===== src/rtl/divider_datapath_pkg.sv =====
// Shared widths, operation encoding and control decode for the restoring divider datapath.
package divider_datapath_pkg;

    localparam int unsigned DATA_W = 32;
    localparam int unsigned REM_W  = 64;
    localparam int unsigned ITER_N = 32;
    localparam int unsigned CNT_W  = 6;

    typedef enum logic [2:0] {
        OpIdle,
        OpLoadDividend,
        OpLoadDivisor,
        OpCommit,
        OpShift
    } op_e;

    // One operation per clock; the highest-priority control wins, the rest are dropped.
    function automatic op_e decode_op(input logic load_dvd, input logic load_dvsr,
                                      input logic commit, input logic shift);
        if (load_dvd) begin
            return OpLoadDividend;
        end
        if (load_dvsr) begin
            return OpLoadDivisor;
        end
        if (commit) begin
            return OpCommit;
        end
        if (shift) begin
            return OpShift;
        end
        return OpIdle;
    endfunction

endpackage


===== src/rtl/div_trial_sub.sv =====
// One restoring-division step: shift the partial remainder left and trial-subtract the divisor.
module div_trial_sub
    import divider_datapath_pkg::*;
(
    input  logic [REM_W-1:0]  rem_cur,
    input  logic [DATA_W-1:0] dvsr,
    output logic [REM_W-1:0]  rem_next
);

    logic [DATA_W:0] diff;
    logic            unused_msb;

    // The shifted-out top bit is discarded by the iteration rule.
    assign unused_msb = rem_cur[REM_W-1];

    always_comb begin
        diff = {1'b0, rem_cur[REM_W-2:DATA_W-1]} - {1'b0, dvsr};
        if (!diff[DATA_W]) begin
            rem_next = {diff[DATA_W-1:0], rem_cur[DATA_W-2:0], 1'b1};
        end else begin
            rem_next = {rem_cur[REM_W-2:0], 1'b0};
        end
    end

endmodule


===== src/rtl/divider_datapath.sv =====
// Iterative unsigned 32/32 divider datapath driven by an external controller.
// Optional divide-by-zero flag output enabled by defining DIV_ZERO_DETECT_EN.
module divider_datapath
    import divider_datapath_pkg::*;
(
    input  logic              clk,
    input  logic              rst,
    input  logic [DATA_W-1:0] dividend_in,
    input  logic [DATA_W-1:0] divisor_in,
    input  logic              w_ctrl_reg1,
    input  logic              w_ctrl_reg2,
    input  logic              SLL_ctrl,
    input  logic              SRL_ctrl,
    input  logic              rdy,
    output logic [DATA_W-1:0] quotient,
    output logic [DATA_W-1:0] remainder,
    output logic              result_valid,
`ifdef DIV_ZERO_DETECT_EN
    output logic              div_zero,
`endif
    output logic              seq_err
);

    op_e               op;
    logic [REM_W-1:0]  rem_q, rem_d, rem_trial;
    logic [DATA_W-1:0] dvsr_q, dvsr_d;
    logic [CNT_W-1:0]  iter_cnt_q, iter_cnt_d;

    assign op = decode_op(w_ctrl_reg1, w_ctrl_reg2, SRL_ctrl && rdy, SLL_ctrl);

    div_trial_sub u_trial (
        .rem_cur  (rem_q),
        .dvsr     (dvsr_q),
        .rem_next (rem_trial)
    );

    always_comb begin
        rem_d      = rem_q;
        dvsr_d     = dvsr_q;
        iter_cnt_d = iter_cnt_q;
        unique case (op)
            OpLoadDividend: begin
                rem_d      = {{DATA_W{1'b0}}, dividend_in};
                iter_cnt_d = '0;
            end
            OpLoadDivisor: dvsr_d = divisor_in;
            OpShift: begin
                rem_d = rem_trial;
                // Saturate so a runaway controller cannot wrap back to a "valid" count.
                if (iter_cnt_q != {CNT_W{1'b1}}) begin
                    iter_cnt_d = iter_cnt_q + CNT_W'(1);
                end
            end
            default: ;
        endcase
    end

    always_ff @(posedge clk or posedge rst) begin
        if (rst) begin
            rem_q      <= '0;
            dvsr_q     <= '0;
            iter_cnt_q <= '0;
        end else begin
            rem_q      <= rem_d;
            dvsr_q     <= dvsr_d;
            iter_cnt_q <= iter_cnt_d;
        end
    end

    always_ff @(posedge clk or posedge rst) begin
        if (rst) begin
            quotient     <= '0;
            remainder    <= '0;
            result_valid <= 1'b0;
            seq_err      <= 1'b0;
        end else begin
            result_valid <= (op == OpCommit);
            if (op == OpCommit) begin
                quotient  <= rem_q[DATA_W-1:0];
                remainder <= rem_q[REM_W-1:DATA_W];
                if (iter_cnt_q != CNT_W'(ITER_N)) begin
                    seq_err <= 1'b1;
                end
            end else if (op == OpLoadDividend) begin
                seq_err <= 1'b0;
            end
        end
    end

`ifdef DIV_ZERO_DETECT_EN
    always_ff @(posedge clk or posedge rst) begin
        if (rst) begin
            div_zero <= 1'b0;
        end else if (op == OpCommit) begin
            div_zero <= (dvsr_q == '0);
        end else if (op == OpLoadDividend) begin
            div_zero <= 1'b0;
        end
    end
`endif

endmodule


===== config.mk =====
export PLATFORM = sky130hd
export DESIGN_NAME = divider_datapath
export DESIGN_NICKNAME = d
export VERILOG_FILES = /design/src/rtl/divider_datapath_pkg.sv /design/src/rtl/div_trial_sub.sv /design/src/rtl/divider_datapath.sv
export SDC_FILE = /design/constraint.sdc
export NUM_CORES = 1
export LEC_CHECK = 0
export BUFFER_PORTS_ARGS = -buffer_cell sky130_fd_sc_hd__buf_2
export CAP_MARGIN = 25
export CORE_ASPECT_RATIO = 1.4
export CORE_UTILIZATION = 59
export CTS_BUF_LIST = sky130_fd_sc_hd__clkbuf_4
export CTS_CLUSTER_SIZE = 10
export DETAILED_ROUTE_END_ITERATION = 6
export GPL_ROUTABILITY_DRIVEN = 0
export PLACE_DENSITY = 0.91
export SYNTH_ARGS = -nofsm -noshare
export SYNTH_HDL_FRONTEND = slang
export SYNTH_SLANG_ARGS = --single-unit

===== constraint.sdc =====
create_clock -name clk -period 5.5 [get_ports clk]
set_input_delay 0.275 -clock clk [delete_from_list [all_inputs] [get_ports clk]]
set_output_delay 0.275 -clock clk [all_outputs]
set_load 0.02 [all_outputs]

After elaboration in Yosys (flattened, before gate mapping)

Cells that the tools add are included.

Memory bits (writable): 0
Memory bits (read-only): 0
Bits in registers: 168
Output and inout bits: 66
Bits in latches: 0
Input port bits: 71
Memories: 0

Reductions and logical operators: 5
Bitwise operators: 0
$add $sub $neg: 2
Order comparisons: 0
Multiply operators: 0
Multiplexer cells: 25
Equality and inequality tests: 8
Shifts and indexed selects: 0
Divide/modulo/power cells: 0

Operators with widths:

| kind                  | number |
|---|---|
| $pmux W64 S2          | 1 |
| $mux W64              | 1 |
| $sub A32 B32 Y33      | 1 |
| $mux W3               | 8 |
| $mux W1               | 13 |
| $ne A6 B6 Y1 const B  | 2 |
| $pmux W6 S2           | 1 |
| $add A6 B1 Y6 const B | 1 |
| $eq A3 B2 Y1 const B  | 2 |
| $mux W6               | 1 |
| $reduce_and A2 Y1     | 2 |
| $reduce_bool A2 Y1    | 2 |
| $eq A3 B1 Y1 const B  | 1 |
| $eq A3 B3 Y1 const B  | 1 |
| $ne A2 B1 Y1 const B  | 1 |
| $ne A2 B2 Y1 const B  | 1 |
| $logic_and A1 B1 Y1   | 1 |

Logic depth before layout (Yosys ltp)

Depth after elaboration: 14
Depth in mapped cells: 13
Gate-level depth less buffers: 12

Modules after synthesis

From an unflattened synthesis, not the netlist that was laid out.

Cells, all modules: 912
Area total of the unflattened synthesis: 9,202.6 um^2

By module, submodules not included:

| module           | instances | area each (um^2) | cells an instance | sequential area each (um^2) |
|---|---|---|---|---|
| divider_datapath | 1         | 6,747.7          | 525               | 4,204.0 |
| div_trial_sub    | 1         | 2,454.9          | 387               | 0.0 |

Worst setup path after synthesis

OpenSTA, ideal clock, no wires.

Path type: flip-flop to flip-flop
Start point: register rem_q[33]
End point: register rem_q[32]
Cell stages (with the launch flop): 12
Path slack: 3.040 ns
Arrival: 2.328 ns
Buffers on the path: 2
Cell sequence: dfrtp_1 -> ha_1 -> nor2b_1 -> o31ai_1 -> a31oi_2 -> o21ai_2 -> a21oi_2 -> a21bo_1 -> buf_6 -> buf_6 -> o211ai_1 -> o31ai_1

Word-level cells in the longest chain between the ends: 3

RTL lines:

| item                   | RTL line               | source |
|---|---|---|
| start, declared        | divider_datapath.sv:25 | `logic [REM_W-1:0] rem_q, rem_d, rem_trial;` |
| start signal, assigned | divider_datapath.sv:64 | `rem_q <= rem_d;` |
| $sub A32 B32 Y33       | div_trial_sub.sv:17    | `diff = {1'b0, rem_cur[REM_W-2:DATA_W-1]} - {1'b0, dvsr};` |
| $mux W64               | div_trial_sub.sv:18    | `if (!diff[DATA_W]) begin` |
| $pmux W64 S2           | divider_datapath.sv:41 | `unique case (op)` |

Every way passes these cells.
A chain may end at the register's enable or synchronous reset.

Final worst setup path

Start point: register rem_q[31]
End point: register rem_q[56]

Same word-level chain as after synthesis.

==> impl_metrics.json <==
{
  "die_area_mm2": 0.0152,
  "synthCells": 829,
  "relSlewSlack_pct": 47.2,
  "clk_pin_slew_ns": 0.14,
  "crit_arrival_ns": 3.74,
  "design.final.nets": 1128,
  "finalSetupTns_ns": 0,
  "static-leakage-power_nw": 5.19,
  "io_buffers": 136,
  "power.density_mw_per_mm2": 295,
  "period_utilization_post_route_pct": 58.9,
  "grt_max_degree": 111,
  "cts_buffers": 17,
  "average_instance_area_after_synthesis_um2": 10.5,
  "die_width_um": 104,
  "viasPerCell": 5.85,
  "wire_length_of_the_first_global_routing_pass_mm": 34.2,
  "r2r.worst_path.cells": 12,
  "route.met2.wl_mm": 10.9,
  "synth_xor_area_share_pct": 2.12,
  "critPathCapture": "rem_q[56]$_DFFE_PP0P_",
  "synth-adder-area-share_pct": 5.14,
  "clock-skew-final_ns": 0.0174,
  "worstSetupPathType": "flop to flop",
  "route.vias.total": 7163,
  "placed_area_mm2": 0.00954,
  "route.top_layer_used": "met4",
  "ys_ff_latch": 168,
  "core_area_mm2": 0.0144,
  "grt.total_usage_pct": 28.2,
  "final-max-slew-violation-count": 0,
  "final_design_area_no_fill_mm2": 0.0106,
  "area_share_of_the_largest_cell_type_after_synthesis_pct": 48.5,
  "cts-root-buf": "clkbuf_4",
  "total_clock_sinks": 168,
  "hold_class": "input port to async pin",
  "synth-simple-area-share_pct": 10.9,
  "dp_worst_setup_slack_ns": 2.34,
  "worst_setup_path_startpoint": "rem_q[31]$_DFFE_PP0P_",
  "synth_top_family_by_area": "compound AO/OA/AOI/OAI gates",
  "htreeDepth": 4,
  "detailroute.wirelength.met3_mm": 1.13,
  "dp.final_hpwl_mm": 13.5,
  "power_switching_share_pct": 31.2,
  "worst_skew_pair.late_latency_ns": 0.58,
  "synth_edf_count": 0,
  "hold_slack_ns": 0.0994,
  "post_syn_nets": 935,
  "async_flop_share_pct": 100,
  "max_clock_freq_mhz": 309,
  "max_vdd_drop_uv": 233,
  "postLayoutCoreUtil_pct": 73.4,
  "max_slew.worst_pin.slew_ns": 0.772,
  "rsz0062_at_grt": "no",
  "power.switching_mw": 0.973,
  "finalWorstPathRequiredPeriod_ns": 3.24,
  "crit_path_start_kind": "flop",
  "count_leader_synth": "dfrtp_1",
  "detail_route.wirelength_mm": 20.5,
  "finalSetupViolCount": 0,
  "grt_antenna_before_repair": 1,
  "timing.rr.end": "rem_q[56]$_DFFE_PP0P_",
  "sequential_to_total_area_share_from_yosys_stat_pct": 48.5,
  "max-clock-path-buffers": 2,
  "power.combinational.fraction_pct": 25.8,
  "drt_pre_antenna_iters": 5,
  "cts_tree": "built",
  "setup_slack_ns": 2.26,
  "synth.largest_area_cell": "dfrtp_1",
  "die_y_um": 145,
  "clock_power_share_pct": 26.8,
  "synthesis.yosys.warnings": 0,
  "synth.area.top_cells": "dfrtp_1 (49%), mux2_2 (12%), ha_1 (4.9%)",
  "synthesis.area_mm2": 0.00866,
  "io_pins": 137,
  "cp_data_required_time_ns": 6.00,
  "initialDrtViolationCount": 381,
  "synth_top_cells_by_count": "dfrtp_1 (168), nand2_1 (102), mux2_2 (96)",
  "grt_pass1_vias": 7435,
  "endpoint_kind": "flop",
  "ys_dominant_reg_cell": "dfrtp_1",
  "floorplan.initialDensity_pct": 60.3,
  "synth_compound_area_share_pct": 16.1,
  "internal_mw": 2.15,
  "synth.area.mux_share_pct": 13.3,
  "num_rows": 52,
  "critical_path.max_fanout": 10,
  "outcome": "complete, no violations",
  "worstReg2RegStart": "rem_q[31]$_DFFE_PP0P_",
  "setup_slack_of_the_worst_register_to_register_path_ns": 2.26,
  "layout-drive-gt1-share_pct": 27.9,
  "hold_violations": 0,
  "route.layer.met1.wl_mm": 7.78,
  "wire_per_inst_um": 16.7,
  "synth_cell_type_count": 65,
  "maxCapViolCount": 0,
  "power_share_of_the_sequential_group_pct": 47.4,
  "post-route-drc-count": 0,
  "cts_resized": 0,
  "area_delta_synth_final_pct": 21.9,
  "drt_antenna_net_count": 0,
  "globalRoute.totalOverflow": 0
}
-- sequential cells by signal (all words and copies together), names as in the netlist --
name / count
dvsr_q: 32
iter_cnt_q: 6
quotient: 32
rem_q: 64
remainder: 32
result_valid: 1
seq_err: 1
-- critical path: stages, from the launching register on --
cell and delay (ns):
dfrtp_1 0.41, inv_1 0.06, ha_1 0.22, fa_1 0.39, nor2b_1 0.20, o31ai_1 0.13, a31oi_2 0.23, o21ai_2 0.12
a21oi_2 0.21, a21boi_2 0.20, a2111oi_0 0.76, a21oi_1 0.11, o21ai_1 0.15
-- metal layers --
metal,track usage [%],up-vias
met3,5.73,63
met5,0,-
met4,14.3,0
met1,30.8,3517
met2,51.4,250
li1,-,3333
-- timing repair --
action / in CTS / in global routing
hold buffers: 65 / 0
buffers inserted: 0 / 0
hold endpoints to repair: 173 / 0
endpoints found under the setup margin: 0 / 0
-- power groups by stage --
stage          sequential [mW]  clock (mW)  combinational, mW
2_1_floorplan             1.58           0              0.443
3_3_place_gp              1.49           0              0.729
3_5_place_dp              1.50           0              0.758
4_1_cts                   1.48       0.857              0.797
5_1_grt                   1.50       0.903              0.874
6_report                  1.48       0.837              0.804
-- cell usage in the layout, fill, tap and decap left out, types with 6 or more instances in the layout --
cell type,n
nor2b_1,8
nand2_1,102
xnor2_1,15
a31oi_1,11
a22oi_1,31
o21ai_1,6
ha_1,34
mux2i_1,7
a21o_1,8
dfrtp_1,168
inv_1,44
clkbuf_4,19
buf_4,9
nor2_1,24
a21oi_1,49
o211ai_1,9
mux2_2,96
nor3_1,10
nand3_1,36
buf_2,136
xor2_1,6
dlygate4sd3_1,65
nand2b_1,6
o21ai_0,46
-- how the worst min path moves through the flow --
| stage | start | end | slack [ns] | cells after the start |
|---|---|---|---|---|
| after floorplan | dividend_in[10] | rem_q[10]$_DFFE_PP0P_ | 0.42 | 2 |
| after global placement | rem_q[22]$_DFFE_PP0P_ | rem_q[22]$_DFFE_PP0P_ | 0.49 | 2 |
| after detailed placement | remainder[23]$_DFFE_PP0P_ | remainder[23]$_DFFE_PP0P_ | 0.49 | 1 |
| after CTS | w_ctrl_reg2 | result_valid$_DFF_PP0_ | 0.18 | 3 |
| after global routing | rst | quotient[26]$_DFFE_PP0P_ | 0.08 | 3 |
| final | rst | quotient[26]$_DFFE_PP0P_ | 0.1 | 3 |
-- logic make-up (layout without fill, tap and decap cells) --
group	Yosys count	in the layout
mux	103	103
compound gates	208	208
fa+ha+maj	35	35
flops	168	168
simple gates	209	209
other cells	0	1
xor+xnor	21	21
buf+inv	85	291
-- layout make-up --
class                   count  area (um^2)
well taps                 189          236
multi-input cells         576         4130
flip-flops and latches    168         4200
fillers                  1049         3820
diodes                      1         2.50
inverters                  46          178
repair buffers            213         1470
clock buffers              19          143
clock inverters            13          199
-- stage by stage --
stage	power, mW	instances
after global routing	3.28	1225
final	3.12	1225
after CTS	3.13	1223
after floorplan	2.02	829
after global placement	2.22	1124
after detailed placement	2.26	1126
No activity file was read; power rests on OpenSTA's default activity.
